==> config.mk <==
export PLATFORM = sky130hd
export DESIGN_NAME = seg7_scan8_flat
export DESIGN_NICKNAME = d
export VERILOG_FILES = /design/src/rtl/seg7_scan8_if.sv /design/src/rtl/seg7_scan8.sv /design/src/flat_wrapper.sv
export SDC_FILE = /design/constraint.sdc
export NUM_CORES = 1
export LEC_CHECK = 0
export ABC_AREA = 1
export CORE_UTILIZATION = 30
export CTS_CLUSTER_DIAMETER = 50
export DETAILED_ROUTE_END_ITERATION = 7
export DONT_BUFFER_PORTS = 1
export SLEW_MARGIN = 20
export SYNTH_ARGS = -nofsm -noshare
export SYNTH_HDL_FRONTEND = slang
export SYNTH_SLANG_ARGS = --single-unit
==> constraint.sdc <==
create_clock -name clk -period 5.15 [get_ports clk]
set_input_delay 0.7725 -clock clk [delete_from_list [all_inputs] [get_ports clk]]
set_output_delay 0.7725 -clock clk [all_outputs]
set_load 0.005 [all_outputs]
==> src/rtl/seg7_scan8_if.sv <==
// Display-side bundle for seg7_scan8: enable, BCD digits and decimal-point
// requests flow in; active-low anode/segment/dp drive flows out.
interface seg7_scan8_if;
    logic       en;
    logic [3:0] dig0;
    logic [3:0] dig1;
    logic [3:0] dig2;
    logic [3:0] dig3;
    logic [3:0] dig4;
    logic [3:0] dig5;
    logic [3:0] dig6;
    logic [3:0] dig7;
    logic [7:0] dp_in;
    logic [7:0] an;
    logic [6:0] seg;
    logic       dp;

    modport master (
        output en, dig0, dig1, dig2, dig3, dig4, dig5, dig6, dig7, dp_in,
        input  an, seg, dp
    );

    modport slave (
        input  en, dig0, dig1, dig2, dig3, dig4, dig5, dig6, dig7, dp_in,
        output an, seg, dp
    );
endinterface

==> src/rtl/seg7_scan8.sv <==
// Eight-digit multiplexed common-anode seven-segment driver. Digits are
// captured once per scan frame, leading zeros can be blanked, and each slot
// opens with a dark dead-time before its anode is enabled.
module seg7_scan8 #(
    parameter int REFRESH_DIV = 100000,
    parameter int DEADTIME    = 2,
    parameter bit BLANK_LZ    = 1'b1
) (
    input  logic         clk,
    input  logic         rst_n,
    seg7_scan8_if.slave  bus
);

    localparam int CW = $clog2(REFRESH_DIV);
    localparam logic [CW-1:0] CNT_LAST = CW'(REFRESH_DIV - 1);

    logic [CW-1:0] cnt_q, cnt_d;
    logic [2:0]    idx_q, idx_d;
    logic          first_q, first_d;
    logic [3:0]    snap_dig_q [8];
    logic [7:0]    snap_dp_q;
    logic [7:0]    an_q, an_d;
    logic [6:0]    seg_q, seg_d;
    logic          dp_q, dp_d;

    logic [3:0]    dig_in [8];
    logic          load;
    logic          in_dead;
    logic [7:0]    blank;
    logic          upper_zero;

    function automatic logic [6:0] decode(input logic [3:0] d);
        case (d)
            4'd0:    decode = 7'h40;
            4'd1:    decode = 7'h79;
            4'd2:    decode = 7'h24;
            4'd3:    decode = 7'h30;
            4'd4:    decode = 7'h19;
            4'd5:    decode = 7'h12;
            4'd6:    decode = 7'h02;
            4'd7:    decode = 7'h78;
            4'd8:    decode = 7'h00;
            4'd9:    decode = 7'h10;
            default: decode = 7'h3F;
        endcase
    endfunction

    // Gather the digit inputs into an indexable array
    always_comb begin
        dig_in[0] = bus.dig0;
        dig_in[1] = bus.dig1;
        dig_in[2] = bus.dig2;
        dig_in[3] = bus.dig3;
        dig_in[4] = bus.dig4;
        dig_in[5] = bus.dig5;
        dig_in[6] = bus.dig6;
        dig_in[7] = bus.dig7;
    end

    // A DEADTIME of zero has no dark window; kept out of the compare so the
    // unsigned "< 0" never appears
    if (DEADTIME > 0) begin : g_dead
        assign in_dead = (cnt_q < CW'(DEADTIME));
    end else begin : g_nodead
        assign in_dead = 1'b0;
    end

    // Scan counters, snapshot strobe and first-frame flag
    always_comb begin
        cnt_d   = cnt_q;
        idx_d   = idx_q;
        first_d = first_q;
        load    = 1'b0;
        if (bus.en) begin
            load    = first_q || ((cnt_q == CNT_LAST) && (idx_q == 3'd7));
            first_d = 1'b0;
            if (cnt_q == CNT_LAST) begin
                cnt_d = '0;
                idx_d = idx_q + 3'd1;
            end else begin
                cnt_d = cnt_q + 1'b1;
            end
        end
    end

    // Digit k is blank when it and every more-significant digit are zero
    always_comb begin
        blank      = '0;
        upper_zero = 1'b1;
        for (int unsigned i = 0; i < 8; i++) begin
            upper_zero = upper_zero && (snap_dig_q[3'(7 - i)] == 4'd0);
            if (BLANK_LZ && (i != 7)) begin
                blank[3'(7 - i)] = upper_zero;
            end
        end
    end

    // Next output pattern from the current scan position and snapshot
    always_comb begin
        an_d  = '1;
        seg_d = '1;
        dp_d  = 1'b1;
        if (bus.en && !first_q && !in_dead) begin
            an_d  = ~(8'd1 << idx_q);
            seg_d = blank[idx_q] ? 7'h7F : decode(snap_dig_q[idx_q]);
            dp_d  = ~snap_dp_q[idx_q];
        end
    end

    // State, snapshot and registered outputs
    always_ff @(posedge clk or negedge rst_n) begin
        if (!rst_n) begin
            cnt_q     <= '0;
            idx_q     <= '0;
            first_q   <= 1'b1;
            snap_dp_q <= '0;
            for (int unsigned i = 0; i < 8; i++) begin
                snap_dig_q[i] <= '0;
            end
            an_q      <= '1;
            seg_q     <= '1;
            dp_q      <= 1'b1;
        end else begin
            cnt_q   <= cnt_d;
            idx_q   <= idx_d;
            first_q <= first_d;
            if (load) begin
                snap_dp_q <= bus.dp_in;
                for (int unsigned i = 0; i < 8; i++) begin
                    snap_dig_q[i] <= dig_in[i];
                end
            end
            an_q    <= an_d;
            seg_q   <= seg_d;
            dp_q    <= dp_d;
        end
    end

    assign bus.an  = an_q;
    assign bus.seg = seg_q;
    assign bus.dp  = dp_q;

endmodule

==> src/flat_wrapper.sv <==
// flat-port wrapper written by rule: the top's interface ports become plain ports
module seg7_scan8_flat 
#(
    parameter int REFRESH_DIV = 100000,
    parameter int DEADTIME    = 2,
    parameter bit BLANK_LZ    = 1'b1
)
  (clk, rst_n, bus_en, bus_dig0, bus_dig1, bus_dig2, bus_dig3, bus_dig4, bus_dig5, bus_dig6, bus_dig7, bus_dp_in, bus_an, bus_seg, bus_dp);
  seg7_scan8_if bus_i ();
  input  logic clk;
  input  logic rst_n;
  input wire logic [$bits(bus_i.en)-1:0] bus_en;
  input wire logic [$bits(bus_i.dig0)-1:0] bus_dig0;
  input wire logic [$bits(bus_i.dig1)-1:0] bus_dig1;
  input wire logic [$bits(bus_i.dig2)-1:0] bus_dig2;
  input wire logic [$bits(bus_i.dig3)-1:0] bus_dig3;
  input wire logic [$bits(bus_i.dig4)-1:0] bus_dig4;
  input wire logic [$bits(bus_i.dig5)-1:0] bus_dig5;
  input wire logic [$bits(bus_i.dig6)-1:0] bus_dig6;
  input wire logic [$bits(bus_i.dig7)-1:0] bus_dig7;
  input wire logic [$bits(bus_i.dp_in)-1:0] bus_dp_in;
  output wire logic [$bits(bus_i.an)-1:0] bus_an;
  output wire logic [$bits(bus_i.seg)-1:0] bus_seg;
  output wire logic [$bits(bus_i.dp)-1:0] bus_dp;
  assign bus_i.en = bus_en;
  assign bus_i.dig0 = bus_dig0;
  assign bus_i.dig1 = bus_dig1;
  assign bus_i.dig2 = bus_dig2;
  assign bus_i.dig3 = bus_dig3;
  assign bus_i.dig4 = bus_dig4;
  assign bus_i.dig5 = bus_dig5;
  assign bus_i.dig6 = bus_dig6;
  assign bus_i.dig7 = bus_dig7;
  assign bus_i.dp_in = bus_dp_in;
  assign bus_an = bus_i.an;
  assign bus_seg = bus_i.seg;
  assign bus_dp = bus_i.dp;
  seg7_scan8 #(.REFRESH_DIV(REFRESH_DIV), .DEADTIME(DEADTIME), .BLANK_LZ(BLANK_LZ)) u_core (.clk(clk), .rst_n(rst_n), .bus(bus_i));
endmodule
==> impl_metrics.tcl <==
set metrics [dict create \
    total_power_w 0.00178 \
    status "finished clean" \
    ant_nets 0 \
    critPathMaxFanout 26 \
    antenna_found_initial 0 \
    register_area_mm2 0.00195 \
    critPathCaptureType "flip-flop" \
    die_area_mm2 0.0145 \
    hp-class "primary input to asynchronous set/reset pin" \
    drtIter0Drc 217 \
    timing.setup.tns_ps 0 \
    dieWidth_um 120 \
    io_buffers 0 \
    pin_count 59 \
    ys_seq_elements 77 \
    antenna_cells_inserted 0 \
    peakVddDrop_v 0.000162 \
    path_class "flip-flop to flip-flop" \
    cts_setup_buffers 0 \
    required_ps 5390 \
    cts.clk_slew.worst_paths_ps 60 \
    final_util 0.343 \
    h-tree-depth 3 \
    dp.cells 676 \
    multiInputGateArea_mm2 0.00183 \
    areaGrowthSynthToFinish_pct 9.69 \
    grt_overflow 0 \
    die_h_um 120 \
    yosysTopAreaCellShare 0.357 \
    wirelength_um 10100 \
    cts_sinks 77 \
    nets 566 \
    synth.cells.most_frequent "147 x nand2_1, 69 x inv_1, 60 x dfrtp_1, 58 x nand3_1, 45 x nor2_1" \
    synth-compound-area-share 0.0960 \
    slew_violations 0 \
    slew_headroom 0.434 \
    synthXorXnorAreaFrac 0.0125 \
    synth_cell_types 35 \
    drc_errors 0 \
    clock.fmax_mhz 401 \
    row_count 42 \
    first_pass_iters 4 \
    grt_max_degree 78 \
    syn-num-nets 572 \
    synth.most_common_cell "nand2_1" \
    finalCriticalPeriod_ps 2490 \
    grt.total_usage 0.150 \
    power.leakage_nw 2.21 \
    cts_buffer_depth 2 \
    cts_tree "yes" \
    instances_no_fill 692 \
    place_worst_setup_slack_ps 2720 \
    cts_buffers 9 \
    yosys-top-cells-area "dfrtp_1 36%, nand2_1 13%, dfstp_2 11%, nand3_1 6.9%, o21ai_2 6.2%" \
    synthAdderAreaFrac 0.0357 \
    hold_viol_final 0 \
    root_buffer "clkbuf_16" \
    setup_viol 0 \
    grt_pass1_wl_um 16700 \
    final.setup.worst_slack_ps 2660 \
    fin_worst_skew_ps 4.94 \
    viasPerCell 4.73 \
    ys.flop_type "dfrtp_1" \
    seq_area_frac_synth 0.463 \
    cts_resized 0 \
    yosys.area_share.simple 0.291 \
    synth_top_family_by_area "simple AND/OR/NAND/NOR gates" \
    hold_buffers 0 \
    nFillCells 1428 \
    initial_utilization 0.313 \
    period_share 0.484 \
    synth-edff-count 0 \
    rsz0062_at_grt "no" \
    avgSynthCellArea_um2 8.14 \
    p_per_area_mw_per_mm2 387 \
    synth_area_mm2 0.00421 \
    synthArstFlopShare 1.00 \
    synthMuxAreaShare 0 \
    yosys_warnings 0 \
    maxCapViolCount 0 \
    synth_top_area_cell "dfrtp_1" \
    place.gp.congestion 0.883 \
    synth_cells 517 \
    dp_hpwl_um 7440 \
    grt_pass1_vias 3307 \
    coreArea_mm2 0.0135 \
    wl_per_cell_um 14.6 \
    tightest_slew_ps 849 \
    num_vias 3270 \
    critPathLaunchType "flip-flop" \
    critPathArrivalTime_ps 2730 \
    drive_gt1_frac 0.134 \
    clk_latency_ps 340 \
]
flip-flops by register name (all words and copies together), names as in the netlist:
register           count
u_core.idx_q           3
u_core.bus.seg         7
u_core.first_q         1
u_core.cnt_q          17
u_core.bus.an          8
u_core.snap_dp_q       8
u_core.bus.dp          1
u_core.snap_dig_q     32
metal layers:
layer	up-vias	track usage	wire, um	part of all wire
met5	-	0	0	0
met4	0	0.0725	318	0.031
met3	22	0.0557	796	0.079
met2	94	0.237	4760	0.47
met1	1530	0.180	4230	0.42
li1	1624	-	-	-
kinds of logic (layout without fill, tap and decap cells):
family	Yosys count	count (layout)
xor+xnor	6	6
simple gates	278	278
flops	77	77
buf+inv	88	87
compound gates	56	56
fa+ha+maj	12	12
cell type report:
class | instances | share of cell area
Multi-Input combinational cell | 352 | 0.396
Sequential cell | 77 | 0.422
Inverter | 71 | 0.0577
Tap cell | 176 | 0.0477
Clock buffer | 15 | 0.0697
Clock inverter | 1 | 0.00651
critical path: stages (launching register included):
cell	delay, ps
dfrtp_1	900
inv_2	350
nand2_1	160
nand3_1	90
nand3_1	110
nand2_1	160
inv_1	140
ha_1	200
nand3_1	100
nand3_1	100
nand3_1	90
path summary, 6_finish.rpt:
path / cells past startpoint / start / slack (ps) / endpoint
max in group asynchronous: 0 / rst_n / 4780 / u_core.bus.seg[1]
min in group clk: 2 / u_core.first_q / 460 / u_core.first_q
min reg2reg: 2 / u_core.first_q / 460 / u_core.first_q
max: 10 / u_core.idx_q[0] / 2660 / u_core.bus.seg[4]
max reg2reg: 10 / u_core.idx_q[0] / 2660 / u_core.bus.seg[4]
min: 0 / rst_n / 130 / u_core.cnt_q[11]
power breakdown:
group	switching [W]	internal (W)
combinational	0.000179	0.000102
clock	0.000246	0.000478
sequential	0.0000842	0.000696
cells in the final DEF, fill, tap and decap left out:
cell       synthesis  layout
o21ai_1            3       3
nor2_2             1       1
dfstp_2           17      17
o21ai_0           11      11
dfrtp_1           60      60
nand4_4            1       1
o2111ai_1          1       1
nor3_1             8       8
inv_1             69      69
nand3_2            1       1
bufinv_16          0       1
nand4_1            8       8
nand2_1          147     147
nand2_2            2       2
a21oi_1            7       7
a31oi_1            2       2
ha_1              12      12
a21boi_0           1       1
clkbuf_8           0       1
xor2_1             6       6
nor2_1            45      45
o211ai_1           1       1
and3_1             1       1
clkinv_1           1       1
inv_2              1       1
nor4_1             1       1
clkbuf_1           1       2
nand3_1           58      58
nand3b_1           1       1
nor3_4             1       1
nor3b_1            2       2
o21ai_2           30      30
clkbuf_16          0      12
nand2_8            1       1
metrics by stage:
step           instance area (um^2)  hold slack (ps)
5_1_grt                        4620              110
2_1_floorplan                  4210              434
3_3_place_gp                   4260              452
3_5_place_dp                   4260              452
4_1_cts                        4620              115
6_report                       4620              132
(Power assumes the default switching activity.)
